## config.mk

```make
export PLATFORM = sky130hd
export DESIGN_NAME = tally_sequencer
export DESIGN_NICKNAME = d
export VERILOG_FILES = /design/src/rtl/tally_sequencer.sv
export SDC_FILE = /design/constraint.sdc
export NUM_CORES = 2
export LEC_CHECK = 0
export BUFFER_PORTS_ARGS = -buffer_cell sky130_fd_sc_hd__buf_2
export CAP_MARGIN = 10
export CORE_AREA = 2 2 543 383
export DETAILED_ROUTE_END_ITERATION = 8
export DIE_AREA = 0 0 545 385
export GPL_TIMING_DRIVEN = 0
export PLACE_DENSITY = 0.65
export SYNTH_ARGS = -nofsm -noshare
export SYNTH_HDL_FRONTEND = slang
export SYNTH_SLANG_ARGS = --single-unit
```

## constraint.sdc

```tcl
create_clock -name clk_in -period 9 [get_ports clk_in]
set_input_delay 1.8 -clock clk_in [delete_from_list [all_inputs] [get_ports clk_in]]
set_output_delay 1.8 -clock clk_in [all_outputs]
set_load 0.02 [all_outputs]
```

## src/rtl/tally_sequencer.sv

```systemverilog
// Election flow controller: gates ciphertext blocks into the accumulator one vote at a time,
// triggers the tally at a vote boundary, buffers the decrypted result and streams it over UART.
module tally_sequencer #(
  parameter int REGISTER_SIZE     = 32,
  parameter int NUM_VOTE_BLOCKS   = 128,
  parameter int NUM_RESULT_BLOCKS = 64,
  parameter int VOTE_COUNT_WIDTH  = 16
) (
  input  logic                        clk_in,
  input  logic                        rst_in,
  input  logic                        tally_btn_in,
  input  logic                        spi_valid_in,
  input  logic [REGISTER_SIZE-1:0]    spi_data_in,
  input  logic                        accum_done_in,
  output logic                        mult_valid_out,
  output logic [REGISTER_SIZE-1:0]    mult_data_out,
  output logic                        compute_tally_out,
  input  logic                        result_valid_in,
  input  logic [REGISTER_SIZE-1:0]    result_block_in,
  input  logic                        uart_busy_in,
  output logic                        uart_trigger_out,
  output logic [7:0]                  uart_byte_out,
  output logic [2:0]                  state_out,
  output logic [VOTE_COUNT_WIDTH-1:0] vote_count_out,
  output logic                        overrun_out
);

  localparam int BYTES_PER_BLOCK = REGISTER_SIZE / 8;
  localparam int TOTAL_BYTES     = NUM_RESULT_BLOCKS * BYTES_PER_BLOCK;
  localparam int VB_W            = $clog2(NUM_VOTE_BLOCKS);
  localparam int RI_W            = $clog2(NUM_RESULT_BLOCKS);
  localparam int BI_W            = $clog2(TOTAL_BYTES + 1);
  localparam int LANE_W          = (BYTES_PER_BLOCK > 1) ? $clog2(BYTES_PER_BLOCK) : 1;

  typedef enum logic [2:0] {
    S_VOTING     = 3'd0,
    S_WAIT_ACCUM = 3'd1,
    S_TALLY      = 3'd2,
    S_DECRYPT    = 3'd3,
    S_SEND       = 3'd4,
    S_DONE       = 3'd5
  } state_t;

  // Per-byte handshake: wait for idle, fire trigger, then skip one cycle of stale busy.
  typedef enum logic [1:0] {
    SP_WAIT = 2'd0,
    SP_TRIG = 2'd1,
    SP_HOLD = 2'd2
  } send_phase_t;

  state_t                      state_q, state_d;
  send_phase_t                 phase_q, phase_d;
  logic [VB_W-1:0]             vote_blk_q;
  logic [VOTE_COUNT_WIDTH-1:0] vote_count_q;
  logic [RI_W-1:0]             res_idx_q;
  logic [BI_W-1:0]             byte_idx_q;
  logic [7:0]                  byte_q;
  logic                        btn_q;
  logic                        pending_q;
  logic                        overrun_q;

  logic [REGISTER_SIZE-1:0]    result_buf [NUM_RESULT_BLOCKS];

  logic                        tally_edge;
  logic                        tally_req;
  logic                        last_vote_blk;
  logic                        last_res;
  logic                        all_sent;
  logic                        block_accept;
  logic                        result_write;
  logic                        byte_load;
  logic                        send_done;

  logic [RI_W-1:0]             rd_blk;
  logic [LANE_W-1:0]           rd_lane;
  logic [REGISTER_SIZE-1:0]    rd_word;
  logic [7:0]                  cur_byte;

  assign tally_edge    = tally_btn_in & ~btn_q;
  assign tally_req     = pending_q | tally_edge;
  assign last_vote_blk = (vote_blk_q == VB_W'(NUM_VOTE_BLOCKS - 1));
  assign last_res      = (res_idx_q == RI_W'(NUM_RESULT_BLOCKS - 1));
  assign all_sent      = (byte_idx_q == BI_W'(TOTAL_BYTES));

  // Byte selection: block index is the upper part of the byte index, lane the lower part.
  always_comb begin
    rd_blk   = RI_W'(byte_idx_q / BI_W'(BYTES_PER_BLOCK));
    rd_lane  = LANE_W'(byte_idx_q % BI_W'(BYTES_PER_BLOCK));
    rd_word  = result_buf[rd_blk];
    cur_byte = rd_word[{rd_lane, 3'b000} +: 8];
  end

  always_ff @(posedge clk_in or negedge rst_in) begin
    if (!rst_in) begin
      state_q <= S_VOTING;
      phase_q <= SP_WAIT;
    end else begin
      // NOTE: registers take non-blocking assignments so every flop samples pre-edge values.
      state_q <= state_d;
      phase_q <= phase_d;
    end
  end

  always_comb begin
    // NOTE: every output of this block gets a default first, so no path leaves one unassigned (no latch).
    state_d           = state_q;
    phase_d           = phase_q;
    mult_valid_out    = 1'b0;
    mult_data_out     = '0;
    compute_tally_out = 1'b0;
    uart_trigger_out  = 1'b0;
    block_accept      = 1'b0;
    result_write      = 1'b0;
    byte_load         = 1'b0;
    send_done         = 1'b0;

    unique case (state_q)
      S_VOTING: begin
        if ((vote_blk_q == '0) && tally_req) begin
          state_d = S_TALLY;
        end else if (spi_valid_in) begin
          block_accept   = 1'b1;
          mult_valid_out = 1'b1;
          mult_data_out  = spi_data_in;
          if (last_vote_blk) state_d = S_WAIT_ACCUM;
        end
      end

      S_WAIT_ACCUM: begin
        if (accum_done_in) state_d = tally_req ? S_TALLY : S_VOTING;
      end

      S_TALLY: begin
        compute_tally_out = 1'b1;
        state_d           = S_DECRYPT;
      end

      S_DECRYPT: begin
        if (result_valid_in) begin
          result_write = 1'b1;
          if (last_res) begin
            state_d = S_SEND;
            phase_d = SP_WAIT;
          end
        end
      end

      S_SEND: begin
        unique case (phase_q)
          SP_WAIT: begin
            if (!uart_busy_in) begin
              if (all_sent) begin
                send_done = 1'b1;
                state_d   = S_DONE;
              end else begin
                byte_load = 1'b1;
                phase_d   = SP_TRIG;
              end
            end
          end
          SP_TRIG: begin
            uart_trigger_out = 1'b1;
            phase_d          = SP_HOLD;
          end
          SP_HOLD: phase_d = SP_WAIT;
          default: phase_d = SP_WAIT;
        endcase
      end

      S_DONE: ;

      default: state_d = S_VOTING;
    endcase
  end

  always_ff @(posedge clk_in or negedge rst_in) begin
    if (!rst_in) begin
      vote_blk_q   <= '0;
      vote_count_q <= '0;
      res_idx_q    <= '0;
      byte_idx_q   <= '0;
      byte_q       <= '0;
      btn_q        <= 1'b0;
      pending_q    <= 1'b0;
      overrun_q    <= 1'b0;
    end else begin
      btn_q <= tally_btn_in;

      if (block_accept) vote_blk_q <= last_vote_blk ? '0 : vote_blk_q + 1'b1;
      if (block_accept && last_vote_blk && (vote_count_q != '1))
        vote_count_q <= vote_count_q + 1'b1;

      // Requests after the tally has started are dropped, not queued.
      if (tally_edge && ((state_q == S_VOTING) || (state_q == S_WAIT_ACCUM)))
        pending_q <= 1'b1;
      else if (state_q == S_TALLY)
        pending_q <= 1'b0;

      if ((state_q == S_WAIT_ACCUM) && spi_valid_in) overrun_q <= 1'b1;

      if (result_write) res_idx_q <= last_res ? '0 : res_idx_q + 1'b1;

      if (byte_load) begin
        byte_q     <= cur_byte;
        byte_idx_q <= byte_idx_q + 1'b1;
      end else if (send_done) begin
        byte_q <= '0;
      end
    end
  end

  // NOTE: the result buffer is plain storage with no reset; it is always fully rewritten before it is read.
  always_ff @(posedge clk_in) begin
    if (result_write) result_buf[res_idx_q] <= result_block_in;
  end

  assign uart_byte_out  = byte_q;
  assign state_out      = state_q;
  assign vote_count_out = vote_count_q;
  assign overrun_out    = overrun_q;

endmodule

```

==> run metrics <==
outcome finished clean; core area roughly 200000 µm²; number of flops mapped to enable cells by yosys just over 2000; CTS tree done; Resized cells post-CTS 0; sequential-to-total area share from yosys stat 0.772; Mean Syn Cell Area ~22 µm²; Die W around 550 µm; Synth Cell Area 81400 µm²; grt total ovfl 0; Post-CTS Setup Bufs 0; leakage 28.9 nW; GPL Wtd Cong ~0.95; Post-synth top cells edfxtp_1 (2048), mux4_2 (460), mux2i_1 (235), nor2_1 (122), nand2_1 (89); Skew-Pair Late Insertion Delay ~0.85 ns; # rows between 100 and 150; Max VDD drop approximately 180 µV; arrival time worst endpoint 6.27 ns; Slew headroom 0.0411; Top delay family on crit path buffers and inverters; f_max ~180 MHz; Largest stage delay, worst path approximately 1.0 ns; Critical Path Slowest Stage Cell clkbuf_1; max_cap viols 0; utilization after layout 0.463; Final Max Tran Viols 0; initial core utilization 0.398; Starting DRT DRC Count ~10000; area grow syn2layout 16.1%; die height between 300 and 400 µm; Clock Path Buffers 4; Synth Net Count around 3800; WP buf/inv 4; Multi-input gate area 17700 µm²; #FFs+latches synth roughly 2100; Synth area leader edfxtp_1; ANT nets after route 0; Final min period between 5 and 6 ns; nets approximately 4300; clock tree sinks 2102; Post-Syn Instances between 3000 and 4000; most common cell in the netlist edfxtp_1; Register Area 62900 µm²; initial antenna violation count 21; post-route design area 94500 µm²; startpoint types flip-flop; PortBufs ~130; vias in the first global route approximately 42000; Overall Global Routing Usage 0.272; hold buffers post-CTS 0; largest net degree at the start of global routing 65; die area approximately 210000 µm²; Via Count 46400; I/O pins between 100 and 150; Via-to-Cell Ratio 6.51; clock-pin slew of the registers on the worst-case setup and hold paths roughly 0.070 ns; post-synth top area share 0.756; crit-path max FO 10; clock root cell clkbuf_16; top post-synthesis cells by area edfxtp_1 (76%), mux4_2 (13%), mux2i_1 (2.9%), dfrtp_1 (1.7%), a22oi_1 (0.64%); Slew @ Worst Pin 1.44 ns; DRC 0; Setup CP Type reg2reg; CTS Buf Count 185; Final Hold Viols 0; RSZ-0062 raised after global routing no; Cell Chain, Critical Path buf_2, buf_2, nor2_1, clkbuf_1, clkbuf_1, nand2_1, a31oi_1, o21ai_0, a211oi_1, o32ai_1; Worst Hold Class reg2reg; DP HPWL around 190000 µm; DR pass1 iterations 7; Sum Neg Setup Slack 0 ns; dpl cell area a little under 90000 µm²; Primary FF master, synth edfxtp_1; clock skew 0.0516 ns; ys async rst share 0.0257; fin crit share 0.619; Routed WL about 290000 µm; first-pass GRT wire length 381000 µm; H-tree depth 4; fillers approximately 17000; Ys Warns 0; data required time of the critical path roughly 9.7 ns; power per cell area between 200 and 250 nW/µm²; Routed wire per std cell between 40 and 50 µm; Critical Path End Type flip-flop; setup violators final 0; layout cell share with drive strength beyond 1 0.272; post-synthesis cell type count 73
-- worst reg2reg max path: stages (launching register included) --
cell and delay, ns:
dfrtp_1 0.37, buf_2 0.23, buf_2 0.37, nor2_1 0.71, clkbuf_1 1.04, clkbuf_1 0.69
nand2_1 0.11, a31oi_1 0.49, o21ai_0 0.40, a211oi_1 0.81, o32ai_1 0.22
-- layout by cell type, fill, tap and decap left out, types with 10 or more instances in the layout --
master / n
o211ai_1: 14
o22ai_1: 31
inv_1: 10
and2_1: 36
mux4_2: 460
buf_1: 13
clkbuf_16: 186
o21ai_0: 45
clkbuf_1: 117
buf_6: 36
xnor2_1: 19
nand2_1: 89
a21oi_1: 56
clkinv_2: 31
nor2b_1: 14
nand3_1: 30
a31oi_1: 16
diode_2: 10
a221oi_1: 15
buf_2: 187
nor2_4: 64
mux2i_1: 235
a211oi_1: 16
nor3_1: 19
buf_4: 25
nand4_1: 13
buf_16: 20
buf_12: 116
edfxtp_1: 2048
a22oi_1: 69
o221ai_1: 10
clkinv_1: 40
nor2_1: 58
buf_8: 11
dfrtp_1: 54
-- where the power goes --
part	internal (mW)	total [mW]	leakage, nW	switching [mW]
clock network	4.07	7.69	2.72	3.62
registers	10.8	10.8	19.1	0.0530
logic	1.23	3.07	7.02	1.84
-- sequential cells by signal (all words and copies together) (netlist names) --
name	count
result_buf	2048
vote_count_out	16
byte_idx_q	9
uart_byte_out	8
vote_blk_q	7
res_idx_q	6
state_out	3
phase_q	2
btn_q	1
overrun_out	1
pending_q	1
-- cell families (layout without fill, tap and decap cells) --
kind of cell	after synthesis	count (layout)	synth area share
flip-flops	2102	2102	0.772
multiplexers	699	699	0.157
AND/OR/NAND/NOR	366	366	0.0214
AO/OA/AOI/OAI	344	344	0.0292
buffers and inverters	221	823	0.0166
XOR/XNOR	28	28	0.00301
adder cells (fa/ha/maj)	6	6	0.000922
other	0	10	0
-- path summary, 6_finish.rpt --
check / endpoint / slack (ns) / from / cells after the start
min: overrun_out / 0.47 / overrun_out / 1
min in group asynchronous: phase_q[1] / 0.80 / rst_in / 1
max in group asynchronous: uart_byte_out[7] / 7.62 / rst_in / 2
min reg2reg: overrun_out / 0.47 / overrun_out / 1
max: uart_byte_out[3] / 3.43 / byte_idx_q[3] / 10
max reg2reg: uart_byte_out[3] / 3.43 / byte_idx_q[3] / 10
-- cell type report --
cell class | count | area share
Antenna cell | 10 | 0.000265
Buffer | 210 | 0.0139
Clock buffer | 235 | 0.0517
Clock inverter | 92 | 0.00712
Inverter | 11 | 0.000437
Multi-Input combinational cell | 1443 | 0.187
Sequential cell | 2102 | 0.665
Tap cell | 2749 | 0.0364
Timing Repair Buffer | 275 | 0.0381
-- metrics by stage --
stage | hold WS [ns] | worst slack [ns] | std cells | total power, mW
floorplan | 0.445 | 4.14 | 3766 | 12.8
global placement | 0.446 | 0.785 | 6648 | 13.9
detailed placement | 0.456 | 3.71 | 6774 | 14.0
CTS | 0.471 | 3.70 | 7101 | 21.5
global route | 0.475 | 3.61 | 7117 | 22.0
finish | 0.471 | 3.43 | 7127 | 21.6
-- per-layer routing --
layer	track usage	vias up	routed length, µm
li1	-	16700	-
met1	0.381	24200	106000
met2	0.362	4755	115000
met3	0.146	699	57400
met4	0.0824	20	10900
met5	0	-	236
Power figures use the tool's default switching activity.
